--- src/rtl/lcd_msg_scheduler.sv ---
// lcd_msg_scheduler: shares one 16x2 LCD driver between N_REQ message sources.
// Arbitrates level requests, latches the winner's two 128-bit lines, pulses
// ack/update for one cycle, then holds the display for HOLD_CYC cycles.
// Build option: define LCD_SCHED_FIXED_PRIO_EN for fixed priority (lowest
// index wins) instead of the default round robin.
module lcd_msg_scheduler #(
  parameter int unsigned N_REQ    = 4,
  parameter int unsigned HOLD_CYC = 12500000
) (
  input  logic                   clk,
  input  logic                   rst,
  input  logic [N_REQ-1:0]       req,
  input  logic [N_REQ*128-1:0]   line1_in,
  input  logic [N_REQ*128-1:0]   line2_in,
  output logic [N_REQ-1:0]       ack,
  output logic [127:0]           line1,
  output logic [127:0]           line2,
  output logic                   update,
  output logic [1:0]             owner,
  output logic                   busy
);

  localparam int unsigned CW       = $clog2(HOLD_CYC + 1);
  localparam int unsigned IW       = (N_REQ > 1) ? $clog2(N_REQ) : 1;
  localparam logic [CW-1:0] CNT_LOAD = CW'(HOLD_CYC - 1);
  localparam logic [127:0]  BLANK    = {16{8'h20}};

  typedef enum logic {
    IDLE,
    HOLD
  } state_t;

  state_t            state_q;
  logic [CW-1:0]     cnt_q;
  logic [N_REQ-1:0]  ack_q;
  logic [127:0]      line1_q;
  logic [127:0]      line2_q;
  logic              update_q;
  logic [1:0]        owner_q;
  logic              busy_q;

`ifndef LCD_SCHED_FIXED_PRIO_EN
  logic [1:0]        ptr_q;
  logic [1:0]        ptr_d;
  localparam logic [1:0] LAST_IDX = 2'(N_REQ - 1);
`endif

  logic              any_d;
  logic [1:0]        win_d;
  logic [N_REQ-1:0]  gnt_d;
  logic [127:0]      line1_d;
  logic [127:0]      line2_d;

  // Pick the winner: first set req bit scanning upward from the start index.
  always_comb begin
    int unsigned idx;
    any_d = 1'b0;
    win_d = '0;
    idx   = 0;
    for (int unsigned k = 0; k < N_REQ; k++) begin
`ifdef LCD_SCHED_FIXED_PRIO_EN
      idx = k;
`else
      // Rotate from the pointer; one conditional subtract replaces a modulo.
      idx = 32'(ptr_q) + k;
      if (idx >= N_REQ) begin
        idx = idx - N_REQ;
      end
`endif
      if (!any_d && req[IW'(idx)]) begin
        any_d = 1'b1;
        win_d = 2'(idx);
      end
    end
  end

  // Route the winner's text and build its one-hot acknowledge.
  always_comb begin
    gnt_d   = '0;
    line1_d = BLANK;
    line2_d = BLANK;
    for (int unsigned j = 0; j < N_REQ; j++) begin
      if (2'(j) == win_d) begin
        gnt_d[j] = 1'b1;
        line1_d  = line1_in[128*j +: 128];
        line2_d  = line2_in[128*j +: 128];
      end
    end
  end

`ifndef LCD_SCHED_FIXED_PRIO_EN
  // Round-robin pointer advances past the winner, wrapping at N_REQ-1.
  always_comb begin
    ptr_d = (win_d == LAST_IDX) ? 2'd0 : win_d + 2'd1;
  end
`endif

  // Grant/hold FSM with all outputs registered.
  always_ff @(posedge clk or posedge rst) begin
    if (rst) begin
      state_q  <= IDLE;
      cnt_q    <= '0;
      ack_q    <= '0;
      update_q <= 1'b0;
      owner_q  <= '0;
      busy_q   <= 1'b0;
      line1_q  <= BLANK;
      line2_q  <= BLANK;
`ifndef LCD_SCHED_FIXED_PRIO_EN
      ptr_q    <= '0;
`endif
    end else begin
      ack_q    <= '0;
      update_q <= 1'b0;
      case (state_q)
        IDLE: begin
          if (any_d) begin
            line1_q  <= line1_d;
            line2_q  <= line2_d;
            ack_q    <= gnt_d;
            update_q <= 1'b1;
            owner_q  <= win_d;
            busy_q   <= 1'b1;
            cnt_q    <= CNT_LOAD;
`ifndef LCD_SCHED_FIXED_PRIO_EN
            ptr_q    <= ptr_d;
`endif
            state_q  <= HOLD;
          end
        end
        HOLD: begin
          if (cnt_q == '0) begin
            busy_q  <= 1'b0;
            state_q <= IDLE;
          end else begin
            cnt_q <= cnt_q - CW'(1);
          end
        end
        default: begin
          state_q <= IDLE;
        end
      endcase
    end
  end

  assign ack    = ack_q;
  assign line1  = line1_q;
  assign line2  = line2_q;
  assign update = update_q;
  assign owner  = owner_q;
  assign busy   = busy_q;

endmodule

--- config.mk ---
export PLATFORM = sky130hd
export DESIGN_NAME = lcd_msg_scheduler
export DESIGN_NICKNAME = d
export VERILOG_FILES = /design/src/rtl/lcd_msg_scheduler.sv
export SDC_FILE = /design/constraint.sdc
export NUM_CORES = 1
export LEC_CHECK = 0
export CORE_AREA = 4 4 506 508
export CTS_BUF_LIST = sky130_fd_sc_hd__clkbuf_4 sky130_fd_sc_hd__clkbuf_8
export CTS_CLUSTER_SIZE = 30
export DETAILED_ROUTE_END_ITERATION = 8
export DIE_AREA = 0 0 510 512
export GPL_ROUTABILITY_DRIVEN = 0
export PLACE_DENSITY = 0.3
export SLEW_MARGIN = 20
export SYNTH_ARGS = -nofsm -noshare
export SYNTH_HDL_FRONTEND = slang
export SYNTH_SLANG_ARGS = --single-unit
--- constraint.sdc ---
create_clock -name clk -period 29.1 [get_ports clk]
set_input_delay 5.82 -clock clk [delete_from_list [all_inputs] [get_ports clk]]
set_output_delay 5.82 -clock clk [all_outputs]
set_load 0.1 [all_outputs]
* Word level (Yosys, flattened, before mapping)
Cells that the tools add are included.
Word-level totals: register bits 291, input port bits 1030, logic and storage cells 90
Cells by class: $add $sub $neg 9, order comparisons 8, equal/unequal tests 7, multiplexer cells 45, bitwise operators 1, reductions and logical operators 11
Operators by type and width (number):
- $mux W128 | 8
- $mux W24 | 2
- $pmux W24 S2 | 1
- $logic_not A24 Y1 | 1
- $sub A24 B1 Y24 const B | 1
- $mux W2 | 9
- $mux W1 | 17
- $lt A2 B3 Y1 const B | 4
- $ge A3 B3 Y1 const B | 3
- $bmux W1 S2 | 4
- $mux W4 | 2
- $sub A2 B1 Y2 const B | 4
- $add A2 B2 Y3 const B | 2
- $reduce_and A2 Y1 | 3
- $eq A2 B2 Y1 const A | 2
- $ne A2 B2 Y1 const B | 2
- $pmux W1 S2 | 2
- $add A2 B1 Y3 const B | 1
- $ge A2 B3 Y1 const B | 1
- $logic_and A1 B1 Y1 | 3
- $logic_not A1 Y1 | 3
- $add A2 B1 Y2 const B | 1
- $eq A1 B2 Y1 const A | 1
- $eq A2 B2 Y1 const B | 1
- other kinds (3) | 3

* Longest topological paths before layout
Gate-level depths: netlist of the first run.
depth after elaboration 19, depth in mapped cells 13

* Worst setup path after synthesis of the first run
Ideal clock, no wire load.
path type input to register, start point input port req[0], end point register line1_q[101] (netlist: line1[101]), setup time 0.079 ns, data arrival time 7.698 ns, path slack 21.323 ns, stages on the path 11, buffers on the path 3, path through a21oi_1 -> o21a_1 -> o22ai_1 -> ha_1 -> buf_2 -> clkbuf_1 -> clkbuf_1 -> nor2_1 -> a221oi_1 -> a211oi_1 -> o21ai_0
On the way: word-level cells in the longest chain between the ends 17
RTL lines:
- start, declared | RTL line 12 | input logic [N_REQ-1:0] req,
- $bmux W1 S2 | RTL line 70 | if (!any_d && req[IW'(idx)]) begin
- $mux W1 (not written as such) | RTL line 70
- $mux W1 | RTL line 70
- $logic_not A1 Y1 | RTL line 70
- $logic_and A1 B1 Y1 | RTL line 70
- $mux W1 | RTL line 70
- $logic_not A1 Y1 | RTL line 70
- $logic_and A1 B1 Y1 | RTL line 70
- $mux W1 | RTL line 70
- $logic_not A1 Y1 | RTL line 70
- $logic_and A1 B1 Y1 | RTL line 70
- $mux W2 | RTL line 70
- $logic_not A2 Y1 | RTL line 83 | if (2'(j) == win_d) begin
- $mux W128 (4 in series) | RTL line 83
- end signal, assigned | RTL line 118 | line1_q <= line1_d;
- end, declared | RTL line 36 | logic [127:0] line1_q;
Parallel ways exist; a longest one is shown, timed or not. The select of a mux whose other input is x is not followed. A chain may end at the register's enable or synchronous reset.

* Final worst setup path of the first run
start point input port req[0], end point register line1_q[119] (netlist: line1[119])
Same word-level chain as after synthesis.

==> impl_metrics.env, run 1 <==
export IMPL_overflow=0
export IMPL_grt_setup_unrepaired="false"
export IMPL_p_seq_frac=0.236
export IMPL_synth_edf_count=0
export IMPL_setup_tns_ns=0
export IMPL_skew_ns=0.0614
export IMPL_wl_per_cell_um=28.6
export IMPL_grt_antenna_before_repair=134
export IMPL_p_sw_frac=0.466
export IMPL_cts_tree="yes"
export IMPL_syn_num_nets=3513
export IMPL_drive_gt1_frac=0.0734
export IMPL_yosys_register_bits=291
export IMPL_post_cts_resized=0
export IMPL_io_pins=1294
export IMPL_fillers=28700
export IMPL_design_area_sq_um=37500
export IMPL_first_global_vias=25900
export IMPL_cts_root_buf="clkbuf_8"
export IMPL_finalCritPeriodShare=0.350
export IMPL_wl_mm=202
export IMPL_routed_via_count=24600
export IMPL_cts_sinks=291
export IMPL_cp_start_kind="input pin"
export IMPL_crit_path_start="req[0]"
export IMPL_syn_inst=2477
export IMPL_port_buffers=1293
export IMPL_clock_latency_ns=0.78
export IMPL_post_cts_setup_buffer_count=0
export IMPL_hold_buffers=0
export IMPL_fp_dieW_um=510
export IMPL_dp_worst_setup_slack_ns=18.03
export IMPL_nets=4669
export IMPL_route_met2_wl_mm=90.4
export IMPL_coreArea_sq_um=251000
export IMPL_powerDensity_nw_per_um2=56.5
export IMPL_syn_cell_area_sq_um=19200
export IMPL_drt_met1_wl_mm=85.3
export IMPL_placed_area_sq_um=35600
export IMPL_die_h_um=512
export IMPL_cp_max_fo=93
export IMPL_synth_ff_type="dfrtp_1"
export IMPL_drt_iter0_markers=1568
export IMPL_reg2reg_slack_ns=24.01
export IMPL_comb_power_share=0.464
export IMPL_grt_max_degree=128
export IMPL_synth_distinct_cells=49
export IMPL_num_rows=184
export IMPL_ys_seq_area_frac=0.382
export IMPL_finalSetupViolations=0
export IMPL_ant_nets=0
export IMPL_track_usage=0.148
export IMPL_grt_pass1_wl_mm=260
export IMPL_worstSetupPathType="input pin to register"
export IMPL_report_final_hold_viol_count=0
export IMPL_dieArea_sq_um=261000
export IMPL_hold_class="register to register"
export IMPL_status="completed"
export IMPL_p_sw_mw=0.985
export IMPL_ys_warn_count=0
export IMPL_p_leak_nw=13.0
export IMPL_worst_pin_slew_ns=1.21
export IMPL_cts_max_level=3
export IMPL_r2r_end="line1[119]"
export IMPL_maxUsedRoutingLayer="met5"
export IMPL_clkPwrFrac=0.300
export IMPL_slew_viol_final=0
export IMPL_clk_pin_slew_ns=0.06
export IMPL_start_util=0.0763
export IMPL_async_flop_share=1.00
export IMPL_power_internal_mw=1.13
export IMPL_clock_fmax_mhz=98.2
export IMPL_relSlewSlack=0.188
export IMPL_final_setup_worst_slack_ns=18.91
export IMPL_drc=0
export IMPL_dr_wl_met3_mm=22.0
export IMPL_required_ns=29.79
export IMPL_timing_final_crit_period_ns=10.19
export IMPL_drtPass1Iterations=5
export IMPL_maxCapViolCount=0
export IMPL_numCtsBuffers=79
export IMPL_cts_max_path_buffers=3
export IMPL_dp_hpwl_mm=165
export IMPL_r2r_cells=14
export IMPL_syn2layout_area_growth_pct=95.3
export IMPL_avgSynthCellArea_sq_um=7.74
export IMPL_crit_end="line1[119]"
export IMPL_cp_arrival_ns=10.88
export IMPL_ir_drop_v=0.0000250
export IMPL_post_drt_via_cell_ratio=3.49
export IMPL_r2r_start="ptr_q[1]"
export IMPL_cp_end_kind="register"
==> worst min path at each step <==
| stage | start | end | slack, ns | cells past startpoint |
|---|---|---|---|---|
| 5_1_grt | line1[16] | line1[16] | 0.50 | 1 |
| 2_1_floorplan | cnt_q[7] | cnt_q[7] | 0.47 | 1 |
| 6_report | owner[0] | owner[0] | 0.47 | 1 |
| 4_1_cts | owner[0] | owner[0] | 0.48 | 1 |
| 3_5_place_dp | owner[0] | owner[0] | 0.47 | 1 |
| 3_3_place_gp | owner[0] | owner[0] | 0.46 | 1 |
==> cell usage after synthesis, types with 6 or more instances <==
master      n  area [sq um]
a211oi_1   32           240
a21oi_1   675          3380
a221oi_1   34           298
buf_1      12          45.0
buf_2      25           125
clkbuf_1  222           833
dfrtp_1   259          6480
dfstp_2    32           841
ha_1        6          75.1
inv_1      39           146
nand2_1   274          1030
nand3b_1  222          1670
nor2_1     46           173
nor3_1     12          60.1
o21a_1    223          1670
o21ai_0   290          1450
xnor2_1     8          70.1
==> critical path: stages <==
cell and delay (ns):
clkdlybuf4s50_1 0.55, a21oi_1 0.10, o21a_1 0.17, o22ai_1 0.45
ha_4 0.42, buf_12 0.37, buf_4 0.44, buf_4 0.52
buf_4 0.77, nand2_1 0.10, a21oi_1 0.17, a21oi_1 0.09
o21ai_0 0.51, o21a_1 0.19
==> layout make-up <==
cell class	instances	area (sq um)	area share
well taps	3348	4190	0.112
diodes	28	70.1	0.00187
clock inverters	13	148	0.00394
clock buffers	127	1600	0.0427
inverters	40	165	0.00441
flip-flops and latches	291	7320	0.196
multi-input cells	1887	10800	0.287
repair buffers	1334	13200	0.353
==> per-stage QoR <==
step	std cells	power (mW)	utilization	hold WS, ns
final	7068	2.11	0.149	0.474
after CTS	7040	2.18	0.149	0.478
after global placement	6900	1.50	0.142	0.458
after global routing	7048	2.23	0.149	0.496
after floorplan	2477	1.08	-	0.472
after detailed placement	6900	1.50	0.142	0.466
==> metal layers <==
layer	GRT usage	vias up
li1	-	11300
met1	0.182	11800
met2	0.236	1220
met3	0.0665	287
met4	0.0306	76
met5	0	-
==> kinds of logic after synthesis <==
logic type	count (synthesis)	synth area share
compound gates	1272	0.377
simple gates	592	0.169
buf+inv	299	0.0602
flops	291	0.382
xor+xnor	12	0.00548
fa+ha+maj	6	0.00392
mux	5	0.00268
==> registers in the layout (all words and copies together), names as in the netlist <==
register / count
ack: 4
busy: 1
cnt_q: 24
line1: 128
line2: 128
owner: 2
ptr_q: 2
state_q: 1
update: 1
==> cell usage in the layout, fill, tap and decap left out, types with 4 or more instances in the layout <==
cell             instances
clkdlybuf4s50_1       1256
a21oi_1                675
o21ai_0                290
nand2_1                274
dfrtp_1                259
o21a_1                 223
nand3b_1               222
clkbuf_8               103
buf_4                   69
nor2_1                  46
inv_1                   37
a221oi_1                34
a211oi_1                32
dfstp_2                 32
diode_2                 28
clkbuf_4                24
nor3_1                  12
xnor2_1                  8
clkinv_2                 6
buf_12                   5
mux2i_1                  4
and2_1                   4
xor2_1                   4
o211ai_1                 4
o31ai_1                  4
nand3_1                  4
ha_4                     4
buf_2                    4
==> power by group through the flow <==
stage	sequential [mW]	combinational, mW	clock (mW)
4_1_cts	0.499	0.999	0.684
3_5_place_dp	0.505	0.995	0
5_1_grt	0.505	1.03	0.691
2_1_floorplan	0.868	0.215	0
6_report	0.499	0.981	0.635
3_3_place_gp	0.503	0.997	0
(Power assumes the default switching activity.)
==> run 2: changes to the inputs <==
Settings changed: CORE_AREA 4 4 506 508 to 4 4 503 505, DIE_AREA 0 0 510 512 to 0 0 507 509.
Clock period 29.1 ns to 9.2 ns, I/O delays scaled along.
==> run 2 against run 1 <==
Critical path depth is 4 lower. Via count is 1.0% higher. Clock skew is 0.035 ns lower. Combinational power grew to 3.2 times the previous value. Critical path type unchanged. Non-clock buffer count is 12 higher. Count of clock-buffer cells in the layout is 2 lower. Final cell count hardly changed. First-iteration DRC count is 4.6% higher. Wire length is 0.51% higher.
==> impl_metrics.env, run 2 (synthesis results as in run 1) <==
export IMPL_cts_sinks=291
export IMPL_worstSetupPathType="input pin to register"
export IMPL_cp_max_fo=50
export IMPL_syn2layout_area_growth_pct=96.1
export IMPL_grt_pass1_wl_mm=261
export IMPL_grt_setup_unrepaired="false"
export IMPL_p_sw_mw=3.15
export IMPL_relSlewSlack=0.148
export IMPL_clock_latency_ns=0.80
export IMPL_hold_buffers=0
export IMPL_setup_tns_ns=0
export IMPL_wl_mm=203
export IMPL_power_internal_mw=3.54
export IMPL_reg2reg_slack_ns=5.27
export IMPL_fillers=28400
export IMPL_maxCapViolCount=0
export IMPL_status="completed"
export IMPL_clock_fmax_mhz=199
export IMPL_final_setup_worst_slack_ns=4.17
export IMPL_wl_per_cell_um=28.7
export IMPL_nets=4680
export IMPL_hold_slack_ns=0.481
export IMPL_timing_final_crit_period_ns=5.03
export IMPL_cts_root_buf="clkbuf_8"
export IMPL_crit_slowest_cell="ha_4"
export IMPL_hold_class="register to register"
export IMPL_dp_hpwl_mm=165
export IMPL_dp_cells=6894
export IMPL_coreArea_sq_um=248000
export IMPL_critPathTopFamily="buffers and inverters"
export IMPL_ir_drop_v=0.0000766
export IMPL_io_pins=1294
export IMPL_cts_max_level=3
export IMPL_clk_pin_slew_ns=0.05
export IMPL_drtPass1Iterations=5
export IMPL_drive_gt1_frac=0.0761
export IMPL_first_global_vias=25600
export IMPL_worst_pin_slew_ns=1.28
export IMPL_post_cts_setup_buffer_count=0
export IMPL_port_buffers=1293
export IMPL_dp_worst_setup_slack_ns=3.30
export IMPL_start_util=0.0772
export IMPL_cp_start_kind="input pin"
export IMPL_required_ns=9.87
export IMPL_fp_dieW_um=507
export IMPL_cts_tree="yes"
export IMPL_comb_power_share=0.469
export IMPL_post_cts_resized=0
export IMPL_total_power_mw=6.70
export IMPL_clkPwrFrac=0.296
export IMPL_p_leak_nw=13.1
export IMPL_finalCritPeriodShare=0.547
export IMPL_report_final_hold_viol_count=0
export IMPL_final_common_cell="clkdlybuf4s50_1"
export IMPL_grt_max_degree=121
export IMPL_cts_max_path_buffers=3
export IMPL_ant_nets=0
export IMPL_drc=0
export IMPL_cp_arrival_ns=5.70
export IMPL_final_cell_mix="clkdlybuf4s50_1 (1257), a21oi_1 (675), o21ai_0 (290), nand2_1 (274), dfrtp_1 (259)"
export IMPL_post_drt_via_cell_ratio=3.52
export IMPL_slew_viol_final=0
export IMPL_num_rows=183
export IMPL_cp_end_kind="register"
export IMPL_grt_antenna_before_repair=120
export IMPL_instances_no_fill=7073
export IMPL_finalSetupViolations=0
export IMPL_overflow=0
export IMPL_p_sw_frac=0.471
export IMPL_path_cells="clkdlybuf4s50_1 -> mux2i_1 -> o221ai_1 -> ha_4 -> buf_4 -> buf_4 -> a21oi_1 -> a21oi_1 -> o21ai_0 -> o21a_1"
export IMPL_routed_via_count=24900
export IMPL_die_h_um=509
export IMPL_skew_ns=0.0266
export IMPL_drt_iter0_markers=1640
export IMPL_numCtsBuffers=78
export IMPL_dieArea_sq_um=258000
export IMPL_powerDensity_nw_per_um2=178
export IMPL_track_usage=0.150
export IMPL_p_seq_frac=0.235
export IMPL_max_stage_delay_ns=0.78
export IMPL_path_buf_inv=3
-- run 2: layer usage --
metal	vias to the layer above	track usage	share of wire
met5	-	0	0.0018
met4	58	0.0245	0.018
met3	270	0.0707	0.11
met2	1241	0.244	0.45
met1	12000	0.184	0.42
li1	11300	-	-
-- run 2: worst min-delay path, stage by stage, from the launching register on --
cell     delay (ns)
dfstp_2        0.36
nand2_1        0.04
o21ai_0        0.07
-- run 2: path summary, 6_finish.rpt --
kind,startpoint,end,cells after the start
worst max-delay path,req[0],line2[20],10
worst min-delay path,line2[109],line2[109],2
worst max register to register,ptr_q[1],line2[20],9
worst min register to register,line2[109],line2[109],2
max in group asynchronous,rst,line2[101],4
min in group asynchronous,rst,line1[67],2
-- run 2: through the flow --
step,cell area (sq um),utilization
after floorplan,19200,-
after global placement,35800,0.144
after detailed placement,35800,0.144
after CTS,37500,0.151
after global routing,37500,0.151
final,37600,0.151
-- run 2: final cells by class --
class | count | area [sq um] | area share
repair buffers | 1346 | 13400 | 0.356
multi-input cells | 1887 | 10800 | 0.286
flip-flops and latches | 291 | 7320 | 0.195
well taps | 3330 | 4170 | 0.111
clock buffers | 125 | 1560 | 0.0414
inverters | 40 | 161 | 0.00429
clock inverters | 16 | 153 | 0.00406
diodes | 38 | 95.1 | 0.00253
-- run 2: power groups by stage --
stage / clock, mW / combinational [mW] / sequential, mW
floorplan: 0 / 0.680 / 2.75
global placement: 0 / 3.20 / 1.59
detailed placement: 0 / 3.19 / 1.59
CTS: 2.12 / 3.20 / 1.58
global route: 2.15 / 3.29 / 1.59
finish: 1.98 / 3.14 / 1.57
